===== config.mk =====
export PLATFORM = sky130hd
export DESIGN_NAME = md_seq_ctrl
export DESIGN_NICKNAME = d
export VERILOG_FILES = /design/src/rtl/md_seq_ctrl.sv
export SDC_FILE = /design/constraint.sdc
export NUM_CORES = 1
export LEC_CHECK = 0
export CORE_MARGIN = 5
export CORE_UTILIZATION = 41
export CTS_BUF_LIST = sky130_fd_sc_hd__clkbuf_8
export CTS_CLUSTER_SIZE = 14
export DETAILED_ROUTE_END_ITERATION = 10
export PLACE_DENSITY = 0.79
export SLEW_MARGIN = 20
export SYNTH_ARGS = -nofsm -noshare
export SYNTH_HDL_FRONTEND = slang
export SYNTH_SLANG_ARGS = --single-unit

===== constraint.sdc =====
create_clock -name clk -period 2.6 [get_ports clk]
set_input_delay 0.52 -clock clk [delete_from_list [all_inputs] [get_ports clk]]
set_output_delay 0.52 -clock clk [all_outputs]
set_load 0.02 [all_outputs]

===== src/rtl/md_seq_ctrl.sv =====
// Sequencing controller for the RV32M multiply/divide unit: accepts one op from the
// reservation station, drives the shared sequential datapath and holds the result for the CDB.
module md_seq_ctrl #(
    parameter int PRF_IDX_W = 6,
    parameter int ROB_IDX_W = 5
) (
    input  logic                 clk,
    input  logic                 rst,
    input  logic                 flush,
    input  logic                 iss_valid,
    output logic                 iss_ready,
    input  logic [2:0]           iss_funct3,
    input  logic [31:0]          iss_rs1,
    input  logic [31:0]          iss_rs2,
    input  logic [PRF_IDX_W-1:0] iss_pd,
    input  logic [ROB_IDX_W-1:0] iss_rob,
    output logic                 mul_start,
    output logic                 div_start,
    output logic [31:0]          dp_a,
    output logic [31:0]          dp_b,
    output logic                 dp_tc,
    input  logic                 mul_complete,
    input  logic [63:0]          mul_product,
    input  logic                 div_complete,
    input  logic [31:0]          div_quotient,
    input  logic [31:0]          div_remainder,
    output logic                 cdb_valid,
    input  logic                 cdb_ready,
    output logic [PRF_IDX_W-1:0] cdb_pd,
    output logic [ROB_IDX_W-1:0] cdb_rob,
    output logic [31:0]          cdb_data
);

    // state  | meaning
    // IDLE   | no op held, ready to accept
    // MUL    | multiplier running, waiting for mul_complete
    // DIV    | divider running, waiting for div_complete
    // DONE   | result held on the CDB until cdb_ready
    // DRAIN  | op flushed, waiting for the busy unit to finish
    typedef enum logic [2:0] {
        S_IDLE,
        S_MUL,
        S_DIV,
        S_DONE,
        S_DRAIN
    } state_t;

    state_t      state, state_nxt;
    logic [2:0]  funct3_q;
    logic        neg_q;
    logic        accept;
    logic        is_div, div_zero, div_ovf, special;
    logic [31:0] special_res;
    logic [31:0] rs1_abs;
    logic [63:0] prod_adj;
    logic [31:0] mul_res, div_res;

    assign is_div   = iss_funct3[2];
    assign div_zero = is_div && (iss_rs2 == 32'd0);
    // Only the signed forms (DIV/REM have funct3[0]=0) can overflow.
    assign div_ovf  = is_div && !iss_funct3[0] &&
                      (iss_rs1 == 32'h8000_0000) && (iss_rs2 == 32'hFFFF_FFFF);
    assign special  = div_zero || div_ovf;
    assign rs1_abs  = iss_rs1[31] ? (32'd0 - iss_rs1) : iss_rs1;

    always_comb begin
        special_res = 32'd0;
        if (div_zero) begin
            special_res = iss_funct3[1] ? iss_rs1 : 32'hFFFF_FFFF;
        end else if (div_ovf) begin
            special_res = iss_funct3[1] ? 32'd0 : 32'h8000_0000;
        end
    end

    // MULHSU runs unsigned on |rs1|; the sign is restored on the full 64-bit product.
    assign prod_adj = neg_q ? (64'd0 - mul_product) : mul_product;
    assign mul_res  = (funct3_q[1:0] == 2'b00) ? prod_adj[31:0] : prod_adj[63:32];
    assign div_res  = funct3_q[1] ? div_remainder : div_quotient;

    always_ff @(posedge clk) begin
        if (rst) begin
            state <= S_IDLE;
        end else begin
            state <= state_nxt;
        end
    end

    always_comb begin
        state_nxt = state;
        iss_ready = 1'b0;
        cdb_valid = 1'b0;
        accept    = 1'b0;
        case (state)
            S_IDLE: begin
                iss_ready = 1'b1;
                if (!flush && iss_valid) begin
                    accept    = 1'b1;
                    state_nxt = special ? S_DONE : (is_div ? S_DIV : S_MUL);
                end
            end
            S_MUL: begin
                if (flush) begin
                    state_nxt = mul_complete ? S_IDLE : S_DRAIN;
                end else if (mul_complete) begin
                    state_nxt = S_DONE;
                end
            end
            S_DIV: begin
                if (flush) begin
                    state_nxt = div_complete ? S_IDLE : S_DRAIN;
                end else if (div_complete) begin
                    state_nxt = S_DONE;
                end
            end
            S_DONE: begin
                cdb_valid = 1'b1;
                iss_ready = cdb_ready;
                if (flush) begin
                    state_nxt = S_IDLE;
                end else if (cdb_ready) begin
                    if (iss_valid) begin
                        accept    = 1'b1;
                        state_nxt = special ? S_DONE : (is_div ? S_DIV : S_MUL);
                    end else begin
                        state_nxt = S_IDLE;
                    end
                end
            end
            S_DRAIN: begin
                if (funct3_q[2] ? div_complete : mul_complete) begin
                    state_nxt = S_IDLE;
                end
            end
            default: state_nxt = S_IDLE;
        endcase
    end

    always_ff @(posedge clk) begin
        if (rst) begin
            funct3_q  <= 3'd0;
            neg_q     <= 1'b0;
            mul_start <= 1'b0;
            div_start <= 1'b0;
            dp_a      <= 32'd0;
            dp_b      <= 32'd0;
            dp_tc     <= 1'b0;
            cdb_pd    <= '0;
            cdb_rob   <= '0;
            cdb_data  <= 32'd0;
        end else begin
            mul_start <= 1'b0;
            div_start <= 1'b0;
            if (accept) begin
                funct3_q <= iss_funct3;
                cdb_pd   <= iss_pd;
                cdb_rob  <= iss_rob;
                neg_q    <= 1'b0;
                dp_a     <= iss_rs1;
                dp_b     <= iss_rs2;
                if (special) begin
                    cdb_data <= special_res;
                end else if (is_div) begin
                    div_start <= 1'b1;
                    dp_tc     <= ~iss_funct3[0];
                end else begin
                    mul_start <= 1'b1;
                    dp_tc     <= ~iss_funct3[1];
                    if (iss_funct3 == 3'b010) begin
                        neg_q <= iss_rs1[31];
                        dp_a  <= rs1_abs;
                    end
                end
            end else if (state == S_MUL && state_nxt == S_DONE) begin
                cdb_data <= mul_res;
            end else if (state == S_DIV && state_nxt == S_DONE) begin
                cdb_data <= div_res;
            end
        end
    end

endmodule


==> summary.md <==
| Metric | Value |
|---|---|
| Drt drc | `0` |
| Final hold vios | `0` |
| Clk network pwr share | `33.2%` |
| Hold_ws | `0.450 ns` |
| Vias in the first global route | `11.6k` |
| Logic pwr share | `30.8%` |
| Largest net degree at the start of global routing | `63` |
| Clock skew | `0.0141 ns` |
| Post-synthesis async set-or-reset flop share | `0%` |
| Buf+Inv Stages, Crit Path | `3` |
| Overall Power | `5.35 mW` |
| Critical-path cell list | `clkdlybuf4s50_1 > buf_4 > nor2_1 > nand2_1 > or4_4 > buf_6 > or2_1 > o311ai_1 > a21oi_1 > o221a_2` |
| Switching share of power | `32.3%` |
| PwrDens | `356 nW/um^2` |
| Worst EP required | `2.93 ns` |
| Gr usage total | `36.3%` |
| Via/cell ratio | `6.02` |
| Worst Max-Slew Pin Slew | `0.609 ns` |
| Antenna Diode Count | `0` |
| Max frequency | `0.388 GHz` |
| Clock transition at path regs | `0.07 ns` |
| CTS tree | `done` |
| DR iter-0 viols | `1067` |
| CTS max path bufs | `2` |
| Clk_lat worst skew | `0.45 ns` |
| H-tree levels | `4` |
| Syn avg cell area | `7.30 um^2` |
| I/O pins | `325` |
| Starting Density | `41.3%` |
| Final Max Tran Viols | `0` |
| Initial antenna violation count | `1` |
| Crit share post-route | `99.2%` |
| Hpwl dp | `34700 um` |
| Synth Register Bits | `117` |
| CP delay by family, top | `simple AND/OR/NAND/NOR gates` |
| Largest cells by area after synthesis | `dfxtp_1 28%, nand2_1 7.8%, a21oi_1 6.5%` |
| Synth-to-layout area growth | `81.8%` |
| Yosys warns | `0` |
| # setup viols final | `0` |
| CTS buffer count | `17` |
| CP Class | `primary input to flop` |
| Wirelength per Cell | `22.6 um` |
| Netlist Area Pre-Place | `8270 um^2` |
| Fin crit period | `2.58 ns` |
| Post-Syn Instances | `1133` |
| Clk sink count | `117` |
| Layout cells sized above 1 | `26.6%` |
| Worst setup EP type | `flop` |
| Final nets | `1921` |
| Internal power | `3.62 mW` |
| First-pass GRT wire length | `67100 um` |
| Worst path max stage delay | `0.52 ns` |
| Cts hold-fix bufs | `0` |
| Die area | `23100 um^2` |
| Via Count | `12.0k` |
| Crit path max fanout | `6` |
| Critical Path Source Type | `primary input` |
| HP Class | `primary input to flop` |
| Final ANT Viol Nets | `0` |
| Synthesized Nets | `1348` |
| Global route total overflow | `0` |
| Die height | `152 um` |
| Chip width | `152 um` |
| Routed wire length | `45000 um` |
| Sequential Power Share | `36.0%` |
| Slew headroom | `59.0%` |
| Post-synthesis cell type count | `77` |
| Peak supply drop | `0.000350 V` |
| Static leakage | `5.79 nW` |
| Main synth FF type | `dfxtp_1` |
| Worst EP arrival | `2.91 ns` |
| Post-synth top area share | `28.3%` |
| # rows | `52` |
| IO buf count | `324` |
| NetSw | `1.73 mW` |
| Filler Cells Inserted | `1495` |
| Post-synth EDFFs | `0` |
| Root buf cell | `clkbuf_8` |
| Drt pass-1 iters | `5` |
| Max cap viols | `0` |
| CP max stage cell | `or4_4` |
| Status | `finished, final reports clean` |
| Core box area | `20000 um^2` |
| Seq/Total Area, Yosys | `28.3%` |
| RSZ-0062 raised after global routing | `true` |
| Area leader, netlist | `dfxtp_1` |
| Setup_tns | `0 ns` |
| Final GP Congestion | `1.01` |
==> worst min-delay path: stages <==
cell and delay [ns]:
dlymetal6s2s_1 0.18, nand2_1 0.08, a21oi_1 0.06
==> worst paths after layout <==
path / startpoint / endpoint / slack (ns) / depth (start not counted)
setup / recovery: mul_product[24] / cdb_data[28]$_SDFFE_PP0P_ / 0.02 / 10
hold / removal: iss_rs2[25] / dp_b[25]$_SDFFE_PP0P_ / 0.45 / 3
setup reg to reg: state[0]$_SDFF_PP0_ / cdb_data[28]$_SDFFE_PP0P_ / 0.11 / 9
hold reg to reg: dp_b[29]$_SDFFE_PP0P_ / dp_b[29]$_SDFFE_PP0P_ / 0.46 / 2
==> area by class of cell <==
| cell class | instances | area, um^2 | area share [%] |
|---|---|---|---|
| Tap cell | 270 | 338 | 2.25 |
| Sequential cell | 117 | 2340 | 15.6 |
| Multi-Input combinational cell | 912 | 6050 | 40.2 |
| Clock inverter | 15 | 166 | 1.11 |
| Timing Repair Buffer | 642 | 5840 | 38.9 |
| Inverter | 16 | 60.1 | 0.400 |
| Clock buffer | 17 | 234 | 1.56 |
==> layout by cell type, fill, tap and decap left out, drive strengths merged, types with 11 or more instances in the layout <==
cell type        n
inv             20
o21ai           71
clkdlybuf4s50  271
or2             11
a21oi          107
nor3            49
a31oi           18
nor2            89
nand2          171
nand3           24
xor2            20
xnor2           20
or4             11
nand4           23
buf            318
dlymetal6s2s    28
a211oi          33
clkbuf          22
nor4            41
or3             20
dfxtp          117
dlygate4sd2     13
o31ai           12
o211ai          12
mux2i           50
a311oi          12
==> power by group through the flow <==
stage / Clock, mW / Combinational, mW / Sequential [mW]
finish: 1.78 / 1.65 / 1.92
global route: 1.86 / 1.73 / 1.93
CTS: 1.77 / 1.59 / 1.92
detailed placement: 0 / 1.57 / 1.96
global placement: 0 / 1.56 / 1.96
floorplan: 0 / 0.476 / 2.05
==> sequential cells by signal, summed over array words and instances (netlist names) <==
name	count
dp_tc	1
cdb_data	32
neg_q	1
dp_b	32
div_start	1
state	3
mul_start	1
dp_a	32
cdb_rob	5
cdb_pd	6
funct3_q	3
==> cell usage after synthesis, types with 4 or more instances <==
cell and instances:
or3_1 20, nand4_1 22, o41ai_1 7, a2111oi_0 4, o22a_1 4, o31ai_1 12
nand3_1 24, a211oi_1 33, mux2i_1 50, clkbuf_1 72, o21a_1 4, mux2_2 4
buf_1 4, o311ai_0 5, nor2_1 89, a311oi_1 12, xnor2_1 20, nor3_1 48
o21ai_0 71, dfxtp_1 117, a31oi_1 18, nor4_1 34, inv_1 16, buf_2 9
and3_1 5, a21oi_1 107, nand2_1 171, xor2_1 20, nor4_2 5, a221oi_1 6
or4_1 11, o211ai_1 12, or2_2 7, nor2b_1 5, nand2b_1 9
==> cell families (layout without fill, tap and decap cells) <==
| group | after synthesis | count (layout) | share of synthesized area [%] |
|---|---|---|---|
| compound gates | 345 | 345 | 27.4 |
| xor+xnor | 40 | 40 | 4.24 |
| fa+ha+maj | 2 | 2 | 0.303 |
| buf+inv | 104 | 690 | 5.04 |
| flops | 117 | 117 | 28.3 |
| mux | 54 | 54 | 6.60 |
| simple gates | 471 | 471 | 28.1 |
==> per-layer routing <==
layer / GRT usage (%) / routed length [um]
met1: 44.1 / 17600
met2: 59.8 / 20900
met3: 10.2 / 4190
met4: 16.2 / 2220
met5: 0 / 19
==> metrics by stage <==
step	instance area [um^2]	std cells	setup slack, ns	util (%)
CTS	14700	1978	-0.00520	73.1
finish	15000	1989	0.0215	75.0
detailed placement	13900	1933	-0.987	69.2
global placement	13900	1933	-1.01	69.2
global route	15000	1989	-0.0412	75.0
floorplan	8330	1133	-0.0411	-
==> repair_timing <==
| action | CTS | global route |
|---|---|---|
| setup buffers | 12 | 11 |
| gates cloned | 1 | 0 |
| endpoints found under the setup margin | 36 | 40 |
| pin swaps | 27 | 49 |
| resized for setup | 77 | 90 |
Note: power is estimated with default switching activity, not from simulation.
